### src/rtl/synth_ctrl_pkg.sv
`default_nettype none
// synth_ctrl_pkg: shared MIDI status encodings, message-length helper and the CC event record.

package synth_ctrl_pkg;

    localparam logic [3:0] ST_NOTE_OFF = 4'h8;
    localparam logic [3:0] ST_NOTE_ON  = 4'h9;
    localparam logic [3:0] ST_POLY_AT  = 4'hA;
    localparam logic [3:0] ST_CTRL     = 4'hB;
    localparam logic [3:0] ST_PROG     = 4'hC;
    localparam logic [3:0] ST_CHAN_AT  = 4'hD;
    localparam logic [3:0] ST_PITCH    = 4'hE;

    localparam logic [13:0] PITCH_CENTRE = 14'h2000;

    // Channel field is sized for the full 16-slot case; narrower builds use the low bits.
    localparam int CC_CH_W = 4;

    typedef struct packed {
        logic [CC_CH_W-1:0] ch;
        logic [6:0]         num;
        logic [13:0]        data;
    } cc_event_t;

    // Number of data bytes following a channel-voice status nibble (0 for non channel-voice).
    function automatic logic [1:0] midi_msg_len(input logic [3:0] nibble);
        case (nibble)
            ST_PROG, ST_CHAN_AT:                                   midi_msg_len = 2'd1;
            ST_NOTE_OFF, ST_NOTE_ON, ST_POLY_AT, ST_CTRL, ST_PITCH: midi_msg_len = 2'd2;
            default:                                               midi_msg_len = 2'd0;
        endcase
    endfunction

endpackage

`default_nettype wire

### src/rtl/ctrl_event_fifo.sv
`default_nettype none
// ctrl_event_fifo: first-word-fall-through FIFO of cc_event_t with drop indication on overflow.

module ctrl_event_fifo
    import synth_ctrl_pkg::*;
#(
    parameter int FIFO_DEPTH = 8,
    parameter int FIFO_AW    = 3
) (
    input  logic      clk,
    input  logic      rst_n,
    input  logic      push_i,
    input  cc_event_t push_data_i,
    input  logic      pop_i,
    output logic      valid_o,
    output cc_event_t head_o,
    output logic      drop_o
);

    logic [FIFO_AW-1:0] wr_ptr_q;
    logic [FIFO_AW-1:0] rd_ptr_q;
    logic [FIFO_AW:0]   count_q;
    cc_event_t          mem_q [FIFO_DEPTH];

    logic full;
    logic push_ok;
    logic pop_ok;

    assign valid_o = (count_q != '0);
    assign full    = (count_q == (FIFO_AW+1)'(FIFO_DEPTH));
    assign pop_ok  = pop_i && valid_o;
    // A simultaneous pop frees the slot, so a full FIFO still accepts the push.
    assign push_ok = push_i && (!full || pop_ok);
    assign drop_o  = push_i && !push_ok;
    assign head_o  = valid_o ? mem_q[rd_ptr_q] : '0;

    always_ff @(posedge clk or negedge rst_n) begin
        if (!rst_n) begin
            wr_ptr_q <= '0;
            rd_ptr_q <= '0;
            count_q  <= '0;
        end else begin
            if (push_ok) begin
                wr_ptr_q <= wr_ptr_q + FIFO_AW'(1);
            end
            if (pop_ok) begin
                rd_ptr_q <= rd_ptr_q + FIFO_AW'(1);
            end
            case ({push_ok, pop_ok})
                2'b10:   count_q <= count_q + (FIFO_AW+1)'(1);
                2'b01:   count_q <= count_q - (FIFO_AW+1)'(1);
                default: count_q <= count_q;
            endcase
        end
    end

    always_ff @(posedge clk) begin
        if (push_ok) begin
            mem_q[wr_ptr_q] <= push_data_i;
        end
    end

endmodule

`default_nettype wire

### src/rtl/midi_ctrl_decoder.sv
`default_nettype none
// midi_ctrl_decoder: running-status MIDI channel-voice parser with per-slot pitch/program state
// and a CC event FIFO. Define CTRL_14BIT_EN to pair CC 0-31 (MSB) with CC 32-63 (LSB).

module midi_ctrl_decoder
    import synth_ctrl_pkg::*;
#(
    parameter int CHANNELS   = 16,
    parameter int CH_WIDTH   = 4,
    parameter int FIFO_DEPTH = 8,
    parameter int FIFO_AW    = 3
) (
    input  logic                    CLOCK_50,
    input  logic                    reset_reg_N,
    input  logic                    byte_valid,
    input  logic [7:0]              byte_data,
    input  logic [3:0]              midi_ch_base,
    output logic [CHANNELS*14-1:0]  pitch_val,
    output logic [CHANNELS-1:0]     pitch_upd,
    output logic [CHANNELS*7-1:0]   prg_val,
    output logic [CHANNELS-1:0]     prg_upd,
    output logic                    cc_valid,
    input  logic                    cc_ready,
    output logic [CH_WIDTH-1:0]     cc_ch,
    output logic [6:0]              cc_num,
    output logic [13:0]             cc_data,
    output logic                    cc_overflow,
    input  logic                    cc_ovf_clr
);

    typedef enum logic [1:0] {
        S_IDLE    = 2'd0,
        S_WAIT_D1 = 2'd1,
        S_WAIT_D2 = 2'd2
    } parse_state_t;

    parse_state_t        state_q, state_d;
    logic [3:0]          status_q, status_d;
    logic [CH_WIDTH-1:0] slot_q, slot_d;
    logic                slot_ok_q, slot_ok_d;
    logic [6:0]          d1_q, d1_d;

    logic                msg_done;
    logic                msg_act;
    logic                cc_push;
    logic [6:0]          fin_d1;
    logic [6:0]          fin_d2;
    logic [4:0]          ch_diff;
    logic                ch_in_range;

    logic [13:0]         pitch_q [CHANNELS];
    logic [6:0]          prg_q   [CHANNELS];
    logic [CHANNELS-1:0] pitch_upd_q;
    logic [CHANNELS-1:0] prg_upd_q;
    logic                cc_ovf_q;

    cc_event_t           cc_ev;
    cc_event_t           cc_head;
    logic                fifo_drop;

    // Borrow out of the 5-bit subtract flags a channel below the base.
    assign ch_diff     = {1'b0, byte_data[3:0]} - {1'b0, midi_ch_base};
    assign ch_in_range = !ch_diff[4] && ({28'd0, ch_diff[3:0]} < CHANNELS);

    always_ff @(posedge CLOCK_50 or negedge reset_reg_N) begin
        if (!reset_reg_N) begin
            state_q   <= S_IDLE;
            status_q  <= '0;
            slot_q    <= '0;
            slot_ok_q <= 1'b0;
            d1_q      <= '0;
        end else begin
            state_q   <= state_d;
            status_q  <= status_d;
            slot_q    <= slot_d;
            slot_ok_q <= slot_ok_d;
            d1_q      <= d1_d;
        end
    end

    always_comb begin
        state_d   = state_q;
        status_d  = status_q;
        slot_d    = slot_q;
        slot_ok_d = slot_ok_q;
        d1_d      = d1_q;
        msg_done  = 1'b0;
        fin_d1    = d1_q;
        fin_d2    = byte_data[6:0];
        if (byte_valid) begin
            if (byte_data[7]) begin
                if (byte_data[7:4] != 4'hF) begin
                    status_d  = byte_data[7:4];
                    slot_d    = ch_diff[CH_WIDTH-1:0];
                    slot_ok_d = ch_in_range;
                    state_d   = S_WAIT_D1;
                end else if (!byte_data[3]) begin
                    // System common/exclusive cancels running status; realtime falls through untouched.
                    status_d = '0;
                    state_d  = S_IDLE;
                end
            end else begin
                case (state_q)
                    S_WAIT_D1: begin
                        if (midi_msg_len(status_q) == 2'd1) begin
                            msg_done = 1'b1;
                            fin_d1   = byte_data[6:0];
                        end else begin
                            d1_d    = byte_data[6:0];
                            state_d = S_WAIT_D2;
                        end
                    end
                    S_WAIT_D2: begin
                        msg_done = 1'b1;
                        state_d  = S_WAIT_D1;
                    end
                    default: begin
                        state_d = S_IDLE;
                    end
                endcase
            end
        end
    end

    assign msg_act = msg_done && slot_ok_q;
    assign cc_push = msg_act && (status_q == ST_CTRL);

    always_ff @(posedge CLOCK_50 or negedge reset_reg_N) begin
        if (!reset_reg_N) begin
            for (int k = 0; k < CHANNELS; k++) begin
                pitch_q[k] <= PITCH_CENTRE;
                prg_q[k]   <= '0;
            end
            pitch_upd_q <= '0;
            prg_upd_q   <= '0;
        end else begin
            for (int k = 0; k < CHANNELS; k++) begin
                pitch_upd_q[k] <= 1'b0;
                prg_upd_q[k]   <= 1'b0;
                if (msg_act && (slot_q == CH_WIDTH'(k))) begin
                    if (status_q == ST_PITCH) begin
                        pitch_q[k]     <= {fin_d2, fin_d1};
                        pitch_upd_q[k] <= 1'b1;
                    end
                    if (status_q == ST_PROG) begin
                        prg_q[k]     <= fin_d1;
                        prg_upd_q[k] <= 1'b1;
                    end
                end
            end
        end
    end

`ifdef CTRL_14BIT_EN
    logic [6:0] msb_q [CHANNELS][32];

    always_ff @(posedge CLOCK_50 or negedge reset_reg_N) begin
        if (!reset_reg_N) begin
            for (int k = 0; k < CHANNELS; k++) begin
                for (int j = 0; j < 32; j++) begin
                    msb_q[k][j] <= '0;
                end
            end
        end else if (cc_push && (fin_d1[6:5] == 2'b00)) begin
            msb_q[slot_q][fin_d1[4:0]] <= fin_d2;
        end
    end
`endif

    always_comb begin
        cc_ev.ch   = CC_CH_W'(slot_q);
        cc_ev.num  = fin_d1;
        cc_ev.data = {7'h0, fin_d2};
`ifdef CTRL_14BIT_EN
        if (fin_d1[6:5] == 2'b00) begin
            cc_ev.data = {fin_d2, 7'h0};
        end else if (fin_d1[6:5] == 2'b01) begin
            cc_ev.num  = {2'b00, fin_d1[4:0]};
            cc_ev.data = {msb_q[slot_q][fin_d1[4:0]], fin_d2};
        end
`endif
    end

    ctrl_event_fifo #(
        .FIFO_DEPTH (FIFO_DEPTH),
        .FIFO_AW    (FIFO_AW)
    ) u_cc_fifo (
        .clk         (CLOCK_50),
        .rst_n       (reset_reg_N),
        .push_i      (cc_push),
        .push_data_i (cc_ev),
        .pop_i       (cc_ready),
        .valid_o     (cc_valid),
        .head_o      (cc_head),
        .drop_o      (fifo_drop)
    );

    // A drop in the same cycle as a clear keeps the flag set.
    always_ff @(posedge CLOCK_50 or negedge reset_reg_N) begin
        if (!reset_reg_N) begin
            cc_ovf_q <= 1'b0;
        end else begin
            cc_ovf_q <= fifo_drop | (cc_ovf_q & ~cc_ovf_clr);
        end
    end

    generate
        for (genvar k = 0; k < CHANNELS; k++) begin : g_pack
            assign pitch_val[14*k +: 14] = pitch_q[k];
            assign prg_val[7*k +: 7]     = prg_q[k];
        end
    endgenerate

    assign pitch_upd   = pitch_upd_q;
    assign prg_upd     = prg_upd_q;
    assign cc_ch       = cc_head.ch[CH_WIDTH-1:0];
    assign cc_num      = cc_head.num;
    assign cc_data     = cc_head.data;
    assign cc_overflow = cc_ovf_q;

endmodule

`default_nettype wire

### config.mk
export PLATFORM = sky130hd
export DESIGN_NAME = midi_ctrl_decoder
export DESIGN_NICKNAME = d
export VERILOG_FILES = /design/src/rtl/synth_ctrl_pkg.sv /design/src/rtl/ctrl_event_fifo.sv /design/src/rtl/midi_ctrl_decoder.sv
export SDC_FILE = /design/constraint.sdc
export NUM_CORES = 1
export LEC_CHECK = 0
export ABC_AREA = 1
export BUFFER_PORTS_ARGS = -buffer_cell sky130_fd_sc_hd__buf_4
export CAP_MARGIN = 25
export CELL_PAD_IN_SITES_DETAIL_PLACEMENT = 0
export CELL_PAD_IN_SITES_GLOBAL_PLACEMENT = 1
export CORE_ASPECT_RATIO = 2
export CORE_MARGIN = 3
export CORE_UTILIZATION = 25
export CTS_BUF_LIST = sky130_fd_sc_hd__clkbuf_16
export CTS_CLUSTER_SIZE = 28
export DETAILED_ROUTE_END_ITERATION = 6
export GPL_TIMING_DRIVEN = 0
export PLACE_DENSITY = 0.51
export SKIP_LAST_GASP = 1
export SYNTH_ARGS = -nofsm -noshare
export SYNTH_HDL_FRONTEND = slang
export SYNTH_HIERARCHICAL = 1
export SYNTH_SLANG_ARGS = --single-unit
### constraint.sdc
create_clock -name CLOCK_50 -period 6.4 [get_ports CLOCK_50]
set_clock_uncertainty 0.15 [all_clocks]
set_input_delay 1.28 -clock CLOCK_50 [delete_from_list [all_inputs] [get_ports CLOCK_50]]
set_output_delay 1.28 -clock CLOCK_50 [all_outputs]
set_load 0.02 [all_outputs]
* Word-level counts from Yosys, hierarchy flattened
Memories as Yosys holds them, arrays and structs flattened.
Index checks and enable logic that the tools add are counted.
** Word-level totals
- Flip-flop bits (word level) :: 397
- Latch bits :: 0
- RAM bits :: 144
- ROM bits :: 0
- Input bits :: 17
- Output and inout port bits :: 395
- Logic and storage cells :: 209
- Memories :: 1
** Memory list
- u_cc_fifo.mem_q :: words 8, width 18, read ports 1, clocked after Yosys merged registers in 0, write ports 1, line ctrl_event_fifo.sv:23 : cc_event_t mem_q [FIFO_DEPTH];
** Cells by class
- Add/subtract/negate cells :: 5
- $mul :: 0
- Div/mod/pow operators :: 0
- Order comparisons :: 0
- Equality and inequality tests :: 32
- Shift-type cells :: 0
- Multiplexer cells :: 57
- Bitwise logic cells :: 5
- Reductions and logical operators :: 66
** Operators with widths (number)
- 4-bit == test, second input constant :: 16
- 2-bit AND reduction :: 32
- 1-bit two-way mux :: 39
- 7-bit two-way mux :: 4
- 25-bit two-way mux :: 1
- 1-bit logical AND :: 21
- 4-bit by 3-bit == test with 1-bit output, second input constant :: 4
- 2-bit two-way mux :: 7
- 3-bit AND reduction :: 3
- 4-bit by 2-bit == test with 1-bit output, second input constant :: 2
- 4-bit two-way mux :: 2
- 2-bit case mux with 2 select lines :: 2
- 4-bit case mux with 2 select lines :: 1
- 3-bit by 1-bit adder with 3-bit output, second input constant :: 2
- 2-bit by 1-bit == test with 1-bit output, second input constant :: 3
- 5-bit OR reduction :: 1
- 4-bit by 4-bit subtractor with 5-bit output :: 1
- 4-bit by 1-bit adder with 4-bit output, second input constant :: 1
- 2-bit == test, second input constant :: 2
- 4-bit by 1-bit == test with 1-bit output, second input constant :: 1
- 4-bit zero test :: 1
- 4-bit != test, second input constant :: 1
- 4-bit AND reduction :: 1
- 4-bit nonzero test :: 1
- other kinds (12) :: 16

* Logic depth before layout (Yosys ltp)
- Word-level depth :: 17
- Depth in mapped cells :: 22
- Gate-level depth less buffers :: 20

* Hierarchy
The synthesis kept the hierarchy.
** By module, submodules not included
- midi_ctrl_decoder :: instances 1, cells an instance 1702, area an instance 15128.3 um2, seq. area each 9704.3 um2
- ctrl_event_fifo :: instances 1, cells an instance 698, area an instance 8725.9 um2, seq. area each 6256.0 um2

* Worst setup path after synthesis
OpenSTA, ideal clock, no wires.
- Path kind :: input to register
- Start point :: input port byte_valid
- End point :: memory u_cc_fifo/mem_q[0][0] (netlist bit), enable pin
- Setup time :: 0.407 ns
- Arrival :: 3.835 ns
- Required time :: 5.843 ns
- Slack :: 2.008 ns
- Stages on the path :: 9
- Buffers on the path :: 2
- Cells stage by stage :: inv_1 -> nor3_1 -> buf_2 -> buf_2 -> nand2_1 -> nor3_1 -> nand2_1 -> or2_1 -> nor2_1
** Between the ends
- Longest elaborated chain between the ends :: 6
** Ends and longest elaborated chain
- start: declaration :: line midi_ctrl_decoder.sv:15 : input logic byte_valid,
- 1-bit two-way mux :: line midi_ctrl_decoder.sv:90 : if (byte_valid) begin
- 1-bit logical AND :: line midi_ctrl_decoder.sv:125 : assign msg_act = msg_done && slot_ok_q;
- 1-bit logical AND :: line midi_ctrl_decoder.sv:126 : assign cc_push = msg_act && (status_q == ST_CTRL);
- named net cc_push :: line midi_ctrl_decoder.sv:45 : logic cc_push;
- 1-bit logical AND :: line ctrl_event_fifo.sv:33 : assign push_ok = push_i && (!full || pop_ok);
- 1-bit two-way mux :: line ctrl_event_fifo.sv:58 : if (push_ok) begin
- 1-bit two-way mux (implied by the code) :: line ctrl_event_fifo.sv:59 : mem_q[wr_ptr_q] <= push_data_i;
- end: declaration :: line ctrl_event_fifo.sv:23
The timed path passes the listed nets, and every way through them passes these cells.

* Final worst setup path
- Start point :: input port byte_valid
- End point :: memory u_cc_fifo/mem_q[6][12] (netlist bit), enable pin
Same word-level chain as after synthesis.

==> results.py <==
metrics = {
    "hold_path": {
        "hold_class": "reg2reg",
    },
    "critical_path": {
        "path_max_fanout": 25,
        "worstPathCellList": "buf_4 -> inv_1 -> nor3_1 -> buf_2 -> buf_2 -> nand2_1 -> nor3_1 -> nand2_1 -> or2_1 -> nor2_4",
        "critical_path_class": "in2reg",
        "critPathLaunchType": "primary input",
        "critPathMaxStageDelay_ns": 0.79,
        "slowest_stage": "nor2_4",
        "worst_setup_path_end_kind": "flip-flop",
        "arrival_ns": 4.61,
        "required_ns": 6.49,
    },
    "placement": {
        "io_buffers": 411,
        "dp_cells": 4094,
        "place_area_mm2": 0.0291,
        "place_ws_ns": 1.25,
        "dpl.hpwl_um": 70100,
        "gp_congestion": 0.883,
    },
    "run": {
        "maxCapViolations": 0,
    },
    "clock_network": {
        "cts_resized": 0,
        "ctsHtreeMaxLevel": 2,
        "hold_buffers": 0,
        "cts-root-buf": "clkbuf_16",
        "cts_tree": "done",
        "clkTransAtPathRegs_ns": 0.06,
        "post-cts-setup-buffer-count": 0,
        "cts-buffers-inserted": 59,
        "clock-sinks": 597,
        "clock_latency_ns": 0.63,
        "clockBufferDepth": 3,
    },
    "sta": {
        "setup_viol_count_final": 0,
        "clock.fmax_mhz": 221,
        "final.setup.worst_slack_ns": 1.87,
        "hold_violations": 0,
        "rsz0062_at_grt": "no",
        "tns_ns": 0,
        "hold_ws_ns": 0.318,
        "worstMarginPinSlew_ns": 1.01,
        "maxSlewViolCount": 0,
        "finalCritPeriodShare_pct": 70.7,
        "slew_headroom_pct": 32.7,
        "finalCriticalPeriod_ns": 4.53,
    },
    "pwr": {
        "p_int_mw": 6.73,
        "p_switching_mw": 3.52,
        "power.density_mw_per_mm2": 331,
        "p_sw_share_pct": 34.3,
        "power_frac_clock_pct": 33.4,
        "cellLeakagePower_nw": 15.3,
        "ir_drop_mv": 0.193,
        "power_mw": 10.3,
        "seqPwrFrac_pct": 40.1,
        "pwr-share-comb_pct": 26.5,
    },
    "drt": {
        "via_per_inst": 4.37,
        "vias": 18400,
        "wire_per_inst_um": 22.3,
        "drt-initial-drc-count": 955,
        "drc": 0,
        "drt_first_pass_iters": 5,
        "routed_wirelength_um": 93700,
        "route.antenna.remaining_nets": 0,
    },
    "floorplan": {
        "start_util_pct": 25.3,
        "core_mm2": 0.0943,
        "rows": 159,
        "die_h_um": 443,
        "die_w_um": 224,
        "pin_count": 412,
        "die_area_mm2": 0.0994,
    },
    "yosys": {
        "ys.flop_type": "dfrtp_1",
        "synth_seq_cells": 597,
        "synth_edf_count": 200,
        "synth_seq_area_share_pct": 66.9,
        "syn_avg_cell_area_um2": 9.94,
        "synthAdderAreaFrac_pct": 0.692,
        "synthesis.area_mm2": 0.0239,
        "synth_mux_area_share_pct": 0,
        "syn_inst": 2400,
        "synth-simple-area-share_pct": 23.9,
        "synth-compound-area-share_pct": 4.56,
        "synth-xor-area-share_pct": 0.184,
        "synth_top_family_by_area": "simple AND/OR/NAND/NOR gates",
        "synth_cell_types": 37,
        "ys_async_sr_fraction_pct": 66.5,
        "synth_warnings": 6,
    },
    "finish": {
        "design_area_mm2": 0.0310,
        "area_growth_pct": 29.9,
        "fillers": 9837,
        "final_cells": 4207,
        "drive_gt1_share_pct": 24.3,
        "fin_util_pct": 32.9,
        "nets": 2978,
    },
    "global_route": {
        "grt_max_degree": 113,
        "grt_pass1_wl_um": 136000,
        "grt.total_usage_pct": 18.7,
        "grt_overflow": 0,
        "antenna_found_initial": 1,
        "grt_pass1_vias": 19200,
    },
    "run_status": {
        "outcome": "finished, final reports clean",
    },
}
-- worst max-delay path: cells and delay by family --
kind          cells  cell delay, ns
simple gates      6            2.53
buf+inv           4            0.78
-- Yosys cell counts (7+ instances only) --
| cell | number | area [µm²] |
|---|---|---|
| buf_2 | 58 | 290 |
| buf_4 | 22 | 165 |
| clkbuf_1 | 33 | 124 |
| dfrtp_1 | 381 | 9530 |
| dfstp_2 | 16 | 420 |
| edfxtp_1 | 200 | 6010 |
| ha_1 | 10 | 125 |
| inv_1 | 36 | 135 |
| inv_2 | 7 | 26.3 |
| nand2_1 | 1073 | 4030 |
| nand3_1 | 23 | 115 |
| nand4_1 | 33 | 206 |
| nor2_1 | 188 | 706 |
| nor2_2 | 68 | 425 |
| nor2_4 | 10 | 113 |
| o21ai_0 | 70 | 350 |
| o21ai_1 | 128 | 641 |
| o21ai_2 | 7 | 61.3 |
-- worst paths after layout --
path                                from                endpoint  slack (ns)  cells after the start
min in group asynchronous    reset_reg_N          pitch_val[206]        0.50                      1
min reg2reg                pitch_val[13]           pitch_val[13]        0.32                      2
max reg2reg                   state_q[0]  u_cc_fifo/mem_q[6][12]        1.95                     10
min                        pitch_val[13]           pitch_val[13]        0.32                      2
max                           byte_valid  u_cc_fifo/mem_q[6][12]        1.87                     10
max in group asynchronous    reset_reg_N           pitch_val[65]        3.96                      3
-- cells in the final DEF, fill, tap and decap left out, types with 2 or more instances in the layout --
| master | n |
|---|---|
| a21oi_1 | 4 |
| buf_12 | 9 |
| buf_16 | 6 |
| buf_2 | 58 |
| buf_4 | 432 |
| buf_6 | 4 |
| buf_8 | 12 |
| bufinv_16 | 4 |
| clkbuf_1 | 33 |
| clkbuf_16 | 61 |
| clkbuf_4 | 2 |
| clkinv_1 | 11 |
| clkinv_2 | 9 |
| clkinvlp_4 | 4 |
| conb_1 | 56 |
| dfrtp_1 | 381 |
| dfstp_2 | 16 |
| edfxtp_1 | 200 |
| fa_1 | 2 |
| ha_1 | 10 |
| inv_1 | 56 |
| inv_2 | 8 |
| nand2_1 | 1073 |
| nand2_2 | 2 |
| nand2_4 | 2 |
| nand3_1 | 23 |
| nand3_2 | 2 |
| nand4_1 | 33 |
| nor2_1 | 180 |
| nor2_2 | 68 |
| nor2_4 | 18 |
| nor3_1 | 2 |
| o21ai_0 | 70 |
| o21ai_1 | 128 |
| o21ai_2 | 7 |
| xor2_1 | 4 |
-- power groups by stage --
stage | Sequential, mW | Combinational (mW) | Clock [mW]
floorplan | 4.17 | 1.53 | 0
global placement | 4.18 | 2.75 | 0
detailed placement | 4.18 | 2.79 | 0
CTS | 4.11 | 2.80 | 3.57
global route | 4.12 | 2.97 | 3.70
finish | 4.11 | 2.71 | 3.43
-- sequential cells by signal (all words and copies together) (netlist names) --
register / cells
pitch_val: 224
u_cc_fifo/mem_q: 200
prg_val: 112
pitch_upd: 16
prg_upd: 16
d1_q: 7
slot_q: 4
status_q: 4
u_cc_fifo/count_q: 4
u_cc_fifo/rd_ptr_q: 3
u_cc_fifo/wr_ptr_q: 3
state_q: 2
cc_overflow: 1
slot_ok_q: 1
-- metal layers --
metal / global-route usage, % / wire, µm / up-vias
li1: - / - / 8703
met1: 19.6 / 33500 / 9007
met2: 35.0 / 50300 / 537
met3: 5.24 / 6350 / 144
met4: 6.79 / 3570 / 0
met5: 0 / 0 / -
-- area by class of cell --
type                            instances  area [µm²]  share of cell area (%)
Sequential cell                       597       16000                    51.5
Multi-Input combinational cell       1692        7270                    23.5
Timing Repair Buffer                  433        3510                    11.3
Clock buffer                           61        1530                    4.92
Tap cell                             1207        1510                    4.87
Buffer                                123         728                    2.35
Clock inverter                         50         322                    1.04
Inverter                               43         161                   0.521
Antenna cell                            1        2.50                 0.00807
-- cells by family (layout without fill, tap and decap cells) --
kind of cell    count (synthesis)  in the layout
simple gates                 1408           1408
other cells                     1             57
xor+xnor                        5              5
compound gates                211            211
flops                         597            597
fa+ha+maj                      12             12
buf+inv                       166            710
Power figures use the tool's default switching activity.
